--- src/rtl/ps2_pkg.sv ---
// Shared constants and types for the PS/2 keyboard input path.
package ps2_pkg;

  localparam logic [7:0] SC_BREAK  = 8'hF0;
  localparam logic [7:0] SC_EXT    = 8'hE0;
  localparam logic [7:0] SC_LSHIFT = 8'h12;
  localparam logic [7:0] SC_RSHIFT = 8'h59;

  typedef enum logic [0:0] {
    IDLE = 1'b0,
    RECV = 1'b1
  } rx_state_e;

  localparam logic [7:0] ASCII_SPACE = 8'h20;
  localparam logic [7:0] ASCII_LF    = 8'h0A;
  localparam logic [7:0] ASCII_BS    = 8'h08;
  localparam logic [7:0] ASCII_TAB   = 8'h09;
  localparam logic [7:0] ASCII_ESC   = 8'h1B;

endpackage

--- src/rtl/ps2_tty_input_if.sv ---
// Pop-style read handshake between the keyboard character FIFO and the cpu.
interface ps2_tty_input_if;
  logic       tty_read;
  logic       tty_read_valid;
  logic [7:0] tty_read_data;

  modport master (output tty_read, input tty_read_valid, input tty_read_data);
  modport slave  (input tty_read, output tty_read_valid, output tty_read_data);
endinterface

--- src/rtl/ps2_scancode_to_ascii.sv ---
// Combinational scan-code set 2 to ASCII lookup; unmapped codes give 0.
module ps2_scancode_to_ascii
  import ps2_pkg::*;
(
  input  logic [7:0] scancode_i,
  input  logic       shift_i,
  output logic [7:0] ascii_o
);

  always_comb begin
    ascii_o = 8'h00;
    case (scancode_i)
      8'h1C: ascii_o = shift_i ? "A" : "a";
      8'h32: ascii_o = shift_i ? "B" : "b";
      8'h21: ascii_o = shift_i ? "C" : "c";
      8'h23: ascii_o = shift_i ? "D" : "d";
      8'h24: ascii_o = shift_i ? "E" : "e";
      8'h2B: ascii_o = shift_i ? "F" : "f";
      8'h34: ascii_o = shift_i ? "G" : "g";
      8'h33: ascii_o = shift_i ? "H" : "h";
      8'h43: ascii_o = shift_i ? "I" : "i";
      8'h3B: ascii_o = shift_i ? "J" : "j";
      8'h42: ascii_o = shift_i ? "K" : "k";
      8'h4B: ascii_o = shift_i ? "L" : "l";
      8'h3A: ascii_o = shift_i ? "M" : "m";
      8'h31: ascii_o = shift_i ? "N" : "n";
      8'h44: ascii_o = shift_i ? "O" : "o";
      8'h4D: ascii_o = shift_i ? "P" : "p";
      8'h15: ascii_o = shift_i ? "Q" : "q";
      8'h2D: ascii_o = shift_i ? "R" : "r";
      8'h1B: ascii_o = shift_i ? "S" : "s";
      8'h2C: ascii_o = shift_i ? "T" : "t";
      8'h3C: ascii_o = shift_i ? "U" : "u";
      8'h2A: ascii_o = shift_i ? "V" : "v";
      8'h1D: ascii_o = shift_i ? "W" : "w";
      8'h22: ascii_o = shift_i ? "X" : "x";
      8'h35: ascii_o = shift_i ? "Y" : "y";
      8'h1A: ascii_o = shift_i ? "Z" : "z";
      8'h45: ascii_o = shift_i ? ")" : "0";
      8'h16: ascii_o = shift_i ? "!" : "1";
      8'h1E: ascii_o = shift_i ? "@" : "2";
      8'h26: ascii_o = shift_i ? "#" : "3";
      8'h25: ascii_o = shift_i ? "$" : "4";
      8'h2E: ascii_o = shift_i ? "%" : "5";
      8'h36: ascii_o = shift_i ? "^" : "6";
      8'h3D: ascii_o = shift_i ? "&" : "7";
      8'h3E: ascii_o = shift_i ? "*" : "8";
      8'h46: ascii_o = shift_i ? "(" : "9";
      8'h29: ascii_o = ASCII_SPACE;
      8'h5A: ascii_o = ASCII_LF;
      8'h66: ascii_o = ASCII_BS;
      8'h0D: ascii_o = ASCII_TAB;
      8'h76: ascii_o = ASCII_ESC;
      default: ascii_o = 8'h00;
    endcase
  end

endmodule

--- src/rtl/ps2_tty_input.sv ---
// PS/2 keyboard receiver, scan-code decoder and character FIFO feeding the cpu tty read path.
module ps2_tty_input
  import ps2_pkg::*;
#(
  parameter int TIMEOUT_CYCLES  = 50000,
  parameter int FIFO_DEPTH_LOG2 = 4
) (
  input  logic clk,
  input  logic reset,
  input  logic ps2_clk,
  input  logic ps2_data,
  ps2_tty_input_if.slave tty,
  output logic rx_error,
  output logic overflow
);

  localparam int DEPTH = 1 << FIFO_DEPTH_LOG2;
  localparam int TW    = $clog2(TIMEOUT_CYCLES + 1);

  logic [1:0] clkSync_q, dataSync_q;
  logic       clkPrev_q;
  logic       fallEdge, rxBit;

  always_ff @(posedge clk or posedge reset) begin
    if (reset) begin
      clkSync_q  <= 2'b11;
      dataSync_q <= 2'b11;
      clkPrev_q  <= 1'b1;
    end else begin
      clkSync_q  <= {clkSync_q[0], ps2_clk};
      dataSync_q <= {dataSync_q[0], ps2_data};
      clkPrev_q  <= clkSync_q[1];
    end
  end

  assign fallEdge = clkPrev_q & ~clkSync_q[1];
  assign rxBit    = dataSync_q[1];

  rx_state_e   state_q, state_d;
  logic [3:0]  bitCnt_q, bitCnt_d;
  logic [7:0]  shift_q, shift_d, code_q, code_d;
  logic        parity_q, parity_d, codeStrobe_q, codeStrobe_d, rxError_q, rxError_d;
  logic [TW-1:0] timer_q, timer_d;

  // Timer saturates one short of the limit so the RECV check fires exactly TIMEOUT_CYCLES after an edge.
  always_comb begin
    state_d      = state_q;
    bitCnt_d     = bitCnt_q;
    shift_d      = shift_q;
    parity_d     = parity_q;
    code_d       = code_q;
    codeStrobe_d = 1'b0;
    rxError_d    = 1'b0;
    timer_d      = timer_q;
    if (fallEdge) timer_d = '0;
    else if (timer_q != TW'(TIMEOUT_CYCLES - 1)) timer_d = timer_q + TW'(1);
    case (state_q)
      IDLE: begin
        if (fallEdge) begin
          if (!rxBit) begin
            state_d  = RECV;
            bitCnt_d = 4'd0;
          end else begin
            rxError_d = 1'b1;
          end
        end
      end
      RECV: begin
        if (fallEdge) begin
          if (bitCnt_q < 4'd8) begin
            shift_d  = {rxBit, shift_q[7:1]};
            bitCnt_d = bitCnt_q + 4'd1;
          end else if (bitCnt_q == 4'd8) begin
            parity_d = rxBit;
            bitCnt_d = 4'd9;
          end else begin
            state_d = IDLE;
            if ((^{shift_q, parity_q}) && rxBit) begin
              codeStrobe_d = 1'b1;
              code_d       = shift_q;
            end else begin
              rxError_d = 1'b1;
            end
          end
        end else if (timer_q == TW'(TIMEOUT_CYCLES - 1)) begin
          state_d   = IDLE;
          rxError_d = 1'b1;
        end
      end
      default: state_d = IDLE;
    endcase
  end

  always_ff @(posedge clk or posedge reset) begin
    if (reset) begin
      state_q      <= IDLE;
      bitCnt_q     <= 4'd0;
      shift_q      <= 8'h00;
      parity_q     <= 1'b0;
      code_q       <= 8'h00;
      codeStrobe_q <= 1'b0;
      rxError_q    <= 1'b0;
      timer_q      <= '0;
    end else begin
      state_q      <= state_d;
      bitCnt_q     <= bitCnt_d;
      shift_q      <= shift_d;
      parity_q     <= parity_d;
      code_q       <= code_d;
      codeStrobe_q <= codeStrobe_d;
      rxError_q    <= rxError_d;
      timer_q      <= timer_d;
    end
  end

  logic       ext_q, ext_d, brk_q, brk_d, shiftL_q, shiftL_d, shiftR_q, shiftR_d;
  logic       push_q, push_d;
  logic [7:0] pushData_q, pushData_d, asciiChar;

  ps2_scancode_to_ascii u_map (
    .scancode_i (code_q),
    .shift_i    (shiftL_q | shiftR_q),
    .ascii_o    (asciiChar)
  );

  // Prefix bytes only arm flags; the next ordinary byte consumes and clears them.
  always_comb begin
    ext_d      = ext_q;
    brk_d      = brk_q;
    shiftL_d   = shiftL_q;
    shiftR_d   = shiftR_q;
    push_d     = 1'b0;
    pushData_d = pushData_q;
    if (codeStrobe_q) begin
      if (code_q == SC_EXT) ext_d = 1'b1;
      else if (code_q == SC_BREAK) brk_d = 1'b1;
      else begin
        if (code_q == SC_LSHIFT) shiftL_d = !brk_q;
        else if (code_q == SC_RSHIFT) shiftR_d = !brk_q;
        else if (!brk_q && !ext_q && asciiChar != 8'h00) begin
          push_d     = 1'b1;
          pushData_d = asciiChar;
        end
        ext_d = 1'b0;
        brk_d = 1'b0;
      end
    end
  end

  always_ff @(posedge clk or posedge reset) begin
    if (reset) begin
      ext_q      <= 1'b0;
      brk_q      <= 1'b0;
      shiftL_q   <= 1'b0;
      shiftR_q   <= 1'b0;
      push_q     <= 1'b0;
      pushData_q <= 8'h00;
    end else begin
      ext_q      <= ext_d;
      brk_q      <= brk_d;
      shiftL_q   <= shiftL_d;
      shiftR_q   <= shiftR_d;
      push_q     <= push_d;
      pushData_q <= pushData_d;
    end
  end

  logic [7:0]                 mem_q [DEPTH];
  logic [FIFO_DEPTH_LOG2-1:0] wrPtr_q, rdPtr_q;
  logic [FIFO_DEPTH_LOG2:0]   count_q;
  logic                       full, empty, pop, doPush, overflow_q;

  assign full   = (count_q == (FIFO_DEPTH_LOG2 + 1)'(DEPTH));
  assign empty  = (count_q == '0);
  assign pop    = tty.tty_read && !empty;
  assign doPush = push_q && (!full || pop);

  always_ff @(posedge clk) begin
    if (doPush) mem_q[wrPtr_q] <= pushData_q;
  end

  always_ff @(posedge clk or posedge reset) begin
    if (reset) begin
      wrPtr_q    <= '0;
      rdPtr_q    <= '0;
      count_q    <= '0;
      overflow_q <= 1'b0;
    end else begin
      if (doPush) wrPtr_q <= wrPtr_q + 1'b1;
      if (pop) rdPtr_q <= rdPtr_q + 1'b1;
      case ({doPush, pop})
        2'b10:   count_q <= count_q + 1'b1;
        2'b01:   count_q <= count_q - 1'b1;
        default: count_q <= count_q;
      endcase
      overflow_q <= push_q && full && !pop;
    end
  end

  assign tty.tty_read_valid = !empty;
  assign tty.tty_read_data  = empty ? 8'h00 : mem_q[rdPtr_q];
  assign rx_error           = rxError_q;
  assign overflow           = overflow_q;

endmodule

--- src/flat_wrapper.sv ---
// flat-port wrapper written by rule: the top's interface ports become plain ports
module ps2_tty_input_flat import ps2_pkg::*;
#(
  parameter int TIMEOUT_CYCLES  = 50000,
  parameter int FIFO_DEPTH_LOG2 = 4
)
  (clk, reset, ps2_clk, ps2_data, rx_error, overflow, tty_tty_read, tty_tty_read_valid, tty_tty_read_data);
  ps2_tty_input_if tty_i ();
  input  logic clk;
  input  logic reset;
  input  logic ps2_clk;
  input  logic ps2_data;
  output logic rx_error;
  output logic overflow;
  input wire logic [$bits(tty_i.tty_read)-1:0] tty_tty_read;
  output wire logic [$bits(tty_i.tty_read_valid)-1:0] tty_tty_read_valid;
  output wire logic [$bits(tty_i.tty_read_data)-1:0] tty_tty_read_data;
  assign tty_i.tty_read = tty_tty_read;
  assign tty_tty_read_valid = tty_i.tty_read_valid;
  assign tty_tty_read_data = tty_i.tty_read_data;
  ps2_tty_input #(.TIMEOUT_CYCLES(TIMEOUT_CYCLES), .FIFO_DEPTH_LOG2(FIFO_DEPTH_LOG2)) u_core (.clk(clk), .reset(reset), .ps2_clk(ps2_clk), .ps2_data(ps2_data), .tty(tty_i), .rx_error(rx_error), .overflow(overflow));
endmodule
--- config.mk ---
export PLATFORM = sky130hd
export DESIGN_NAME = ps2_tty_input_flat
export DESIGN_NICKNAME = d
export VERILOG_FILES = /design/src/rtl/ps2_pkg.sv /design/src/rtl/ps2_tty_input_if.sv /design/src/rtl/ps2_scancode_to_ascii.sv /design/src/rtl/ps2_tty_input.sv /design/src/flat_wrapper.sv
export SDC_FILE = /design/constraint.sdc
export NUM_CORES = 1
export LEC_CHECK = 0
export ABC_CLOCK_PERIOD_IN_PS = 4000
export BUFFER_PORTS_ARGS = -buffer_cell sky130_fd_sc_hd__buf_4
export CAP_MARGIN = 20
export CORE_MARGIN = 5
export CORE_UTILIZATION = 57
export DETAILED_ROUTE_END_ITERATION = 6
export PLACE_DENSITY = 0.78
export RECOVER_POWER = 100
export SYNTH_ARGS = -nofsm -noshare
export SYNTH_HDL_FRONTEND = slang
export SYNTH_SLANG_ARGS = --single-unit
--- constraint.sdc ---
create_clock -name clk -period 4 [get_ports clk]
set_clock_uncertainty 0.15 [all_clocks]
set_input_delay 0.4 -clock clk [delete_from_list [all_inputs] [get_ports clk]]
set_output_delay 0.4 -clock clk [all_outputs]
set_load 0.005 [all_outputs]
==> impl_metrics.tcl <==
set metrics [dict create \
    post_dp_cell_area_sq_um 9020 \
    postLayoutCellArea_sq_um 9570 \
    timing.hold.worst_path_depth 3 \
    finalWeightedCongestion 0.964 \
    clk_transition_reported_paths_ns 0.07 \
    floorplan.die.height_um 134 \
    grt_pass1_vias 5417 \
    timing.reg2reg.setup_slack_ns 0.62 \
    reg2reg_depth 6 \
    power_density_nw_per_um2 546 \
    finalCritPeriodShare_pct 84.6 \
    ctsLongestPathBuffers 2 \
    slew_headroom_pct -9.53 \
    synth_cell_type_count 79 \
    vdd_ir_drop_max_v 0.000399 \
    clock_latency_ns 0.43 \
    finalSetupViolations 0 \
    grt-ovfl-total 0 \
    postSynthRegisterBits 183 \
    whs_endpoint "u_core.overflow$_DFF_PP0_" \
    hpwl_mm 12.1 \
    syn-cell-area_sq_um 8760 \
    routed_wire_length_per_instance_um 21.2 \
    critical_path.startpoint_type "flip-flop" \
    synth_top_flop_cell "sky130_fd_sc_hd__edfxtp_1" \
    final-hold-violation-count 0 \
    clock_sinks 183 \
    critPathArrivalTime_ns 3.55 \
    critical-path-max-stage-delay_ns 0.79 \
    period_minus_slack_ns 3.38 \
    viasPerCell 6.42 \
    cp_max_fo 16 \
    power.leakage_uw 0.00312 \
    critical_path.reg2reg.endpoint "u_core.pushData_q[2]$_DFFE_PP0P_" \
    tritoncts_clock_tree "built" \
    totalWireLength_mm 18.0 \
    mappedNetlistNets 659 \
    drive_gt1_share_pct 18.4 \
    synthToLayoutAreaGrowth_pct 9.27 \
    status "finished, violations left" \
    yosys.area.top_type "sky130_fd_sc_hd__edfxtp_1" \
    floorplan.die_area_sq_um 17900 \
    boundaryPins 16 \
    io_buffers 14 \
    rsz0062_at_grt "false" \
    hold_path.class "in -> reg" \
    grt_usage_pct 21.1 \
    max_capacitance_violation_total 1 \
    post_synth_main_area_contributors "sky130_fd_sc_hd__edfxtp_1 (38%), sky130_fd_sc_hd__dfrtp_1 (19%), sky130_fd_sc_hd__mux4_2 (9.0%)" \
    mapped_cells 641 \
    violations_in_the_final_reports "capacitance limit, slew limit" \
    route.vias.total 5463 \
    ant_nets 0 \
    dieWidth_um 134 \
    cts_resizes 0 \
    synth.avg_cell_area_sq_um 13.7 \
    nNetsFinal 668 \
    most_frequent_cells_in_the_layout "sky130_fd_sc_hd__edfxtp_1 (112), sky130_fd_sc_hd__dfrtp_1 (65), sky130_fd_sc_hd__nor2_1 (45)" \
    synth_enable_flop_cells 112 \
    critical_path.slowest_cell "sky130_fd_sc_hd__a31oi_1" \
    maxSlewViolCount 45 \
    max_freq_mhz 296 \
    initial_utilization_pct 57.8 \
    n_antenna_cell 0 \
    finalCoreUtilization_pct 63.2 \
    worst_ep_required_time_ns 4.16 \
    max_slew.worst_pin.slew_ns 1.64 \
    grt_start_max_net_pins 45 \
    finalSetupTns_ns 0 \
    grt_first_pass_wirelength_mm 29.4 \
    ys_async_sr_fraction_pct 38.8 \
    ctsRootBufferMaster "sky130_fd_sc_hd__clkbuf_16" \
    layout_commonest_cell "sky130_fd_sc_hd__edfxtp_1" \
    core.rowCount 45 \
    yosysSeqAreaShare_pct 58.8 \
    drt_pre_antenna_iters 6 \
    worstHoldStart "tty_tty_read" \
    timing.critical_path.cells "clkbuf_1, or4b_1, o221ai_1, nor4bb_2, a31oi_1, mux2_4" \
    synth.top_cell.area_share_pct 38.4 \
    fp.coreArea_sq_um 15100 \
    ctsHtreeMaxLevel 4 \
    number_of_antenna_violations_at_the_first_check_in_global_routing 0 \
    end_kind "flip-flop" \
    drtIter0Drc 445 \
    crit-reg2reg-launch "u_core.code_q[4]$_DFFE_PP0P_" \
    yosysWarningCount 0 \
    critPathKind "reg -> reg" \
    post-route-drc-count 0 \
    tritoncts.num_buffers 17 \
]
## final cells by class
| cell class | count | area [sq um] |
|---|---|---|
| clock inverters | 14 | 140 |
| repair buffers | 33 | 231 |
| multi-input cells | 394 | 3310 |
| flip-flops and latches | 183 | 5150 |
| well taps | 188 | 235 |
| clock buffers | 18 | 429 |
| fillers | 1109 | 5580 |
| inverters | 21 | 78.8 |
## cells in the mapped netlist, drive strengths merged, types with 3 or more instances
library cell	count
nor2b	18
or4b	4
dfstp	5
o21ai	18
o22ai	3
dfrtp	66
nand2	36
nor3	13
nand4	10
buf	21
xnor2	17
mux2	23
and2	4
edfxtp	112
nor4	4
nor3b	4
o31ai	4
nor4bb	7
and4	6
nor2	45
a21oi	18
nand3b	4
nor4b	5
clkbuf	22
a31oi	9
a311o	3
mux4	35
o211ai	3
o2111ai	3
a21o	4
nand2b	9
a211oi	3
nand4b	3
nand3	16
xor2	12
ha	12
inv	21
mux2i	3
## per-layer routing
| layer | GRT usage, % | share of wire [%] | up-vias | wire length (um) |
|---|---|---|---|---|
| li1 | - | - | 2466 | - |
| met4 | 5.94 | 1.8 | 0 | 325 |
| met5 | 0 | 0 | - | 0 |
| met3 | 4.95 | 5.4 | 25 | 976 |
| met2 | 35.9 | 52 | 172 | 9430 |
| met1 | 27.5 | 40 | 2800 | 7270 |
## registers in the layout (all words and copies together) (netlist names), 2 cells and up
name / cells
u_core.shift_q: 8
u_core.timer_q: 16
u_core.count_q: 5
u_core.mem_q: 112
u_core.code_q: 8
u_core.rdPtr_q: 4
u_core.wrPtr_q: 4
u_core.pushData_q: 7
u_core.bitCnt_q: 4
u_core.dataSync_q: 2
u_core.clkSync_q: 2
## metrics by stage
step | cells | hold slack [ns] | power [uW] | setup slack [ns]
after floorplan | 641 | 0.195 | 3400 | 1.15
after global placement | 815 | 0.196 | 3640 | 1.09
after detailed placement | 815 | 0.197 | 3690 | 1.01
after CTS | 849 | 0.0511 | 5280 | 0.723
after global routing | 851 | 0.101 | 5500 | 0.360
final | 851 | 0.0899 | 5230 | 0.616
## worst max path at each step
stage | from | endpoint | slack, ns | cells past startpoint
final | u_core.code_q[4]$_DFFE_PP0P_ | u_core.pushData_q[2]$_DFFE_PP0P_ | 0.62 | 6
after global routing | u_core.count_q[0]$_DFFE_PP0P_ | u_core.count_q[4]$_DFFE_PP0P_ | 0.36 | 13
after CTS | u_core.rdPtr_q[0]$_DFFE_PP0P_ | tty_tty_read_data[1] | 0.72 | 5
after detailed placement | u_core.count_q[0]$_DFFE_PP0P_ | u_core.count_q[4]$_DFFE_PP0P_ | 1.01 | 13
after global placement | u_core.count_q[0]$_DFFE_PP0P_ | u_core.count_q[4]$_DFFE_PP0P_ | 1.09 | 13
after floorplan | u_core.count_q[0]$_DFFE_PP0P_ | u_core.count_q[4]$_DFFE_PP0P_ | 1.15 | 13
## where the power goes
part	internal [uW]	switching, uW	leakage [uW]	total [uW]
Combinational	599	585	0.00117	1180
Clock	825	759	0.000269	1580
Sequential	2140	316	0.00169	2460
Total	3570	1660	0.00312	5230
## repair_timing
| item | 4_1_cts | 5_1_grt |
|---|---|---|
| hold endpoints to repair | 2 | 0 |
| setup buffers | 0 | 0 |
| hold buffers | 2 | 0 |
## logic make-up after synthesis
group / Yosys count / share of synthesized area [%]
adders and majority gates: 13 / 1.94
muxes: 61 / 12.5
and+or+nand+nor: 196 / 12.8
DFF: 183 / 58.8
other: 1 / 0.0428
buffers and inverters: 64 / 3.27
xor gates and xnor gates: 30 / 3.16
AOI/OAI and AO/OA: 93 / 7.54
## critical path, delay by kind of cell, from the launching register on
family,cells,cell delay (ns)
mux,1,0.35
buf+inv,1,0.29
flops,1,0.65
simple gates,2,0.70
compound gates,2,1.12
No activity file was read; power rests on OpenSTA's default activity.
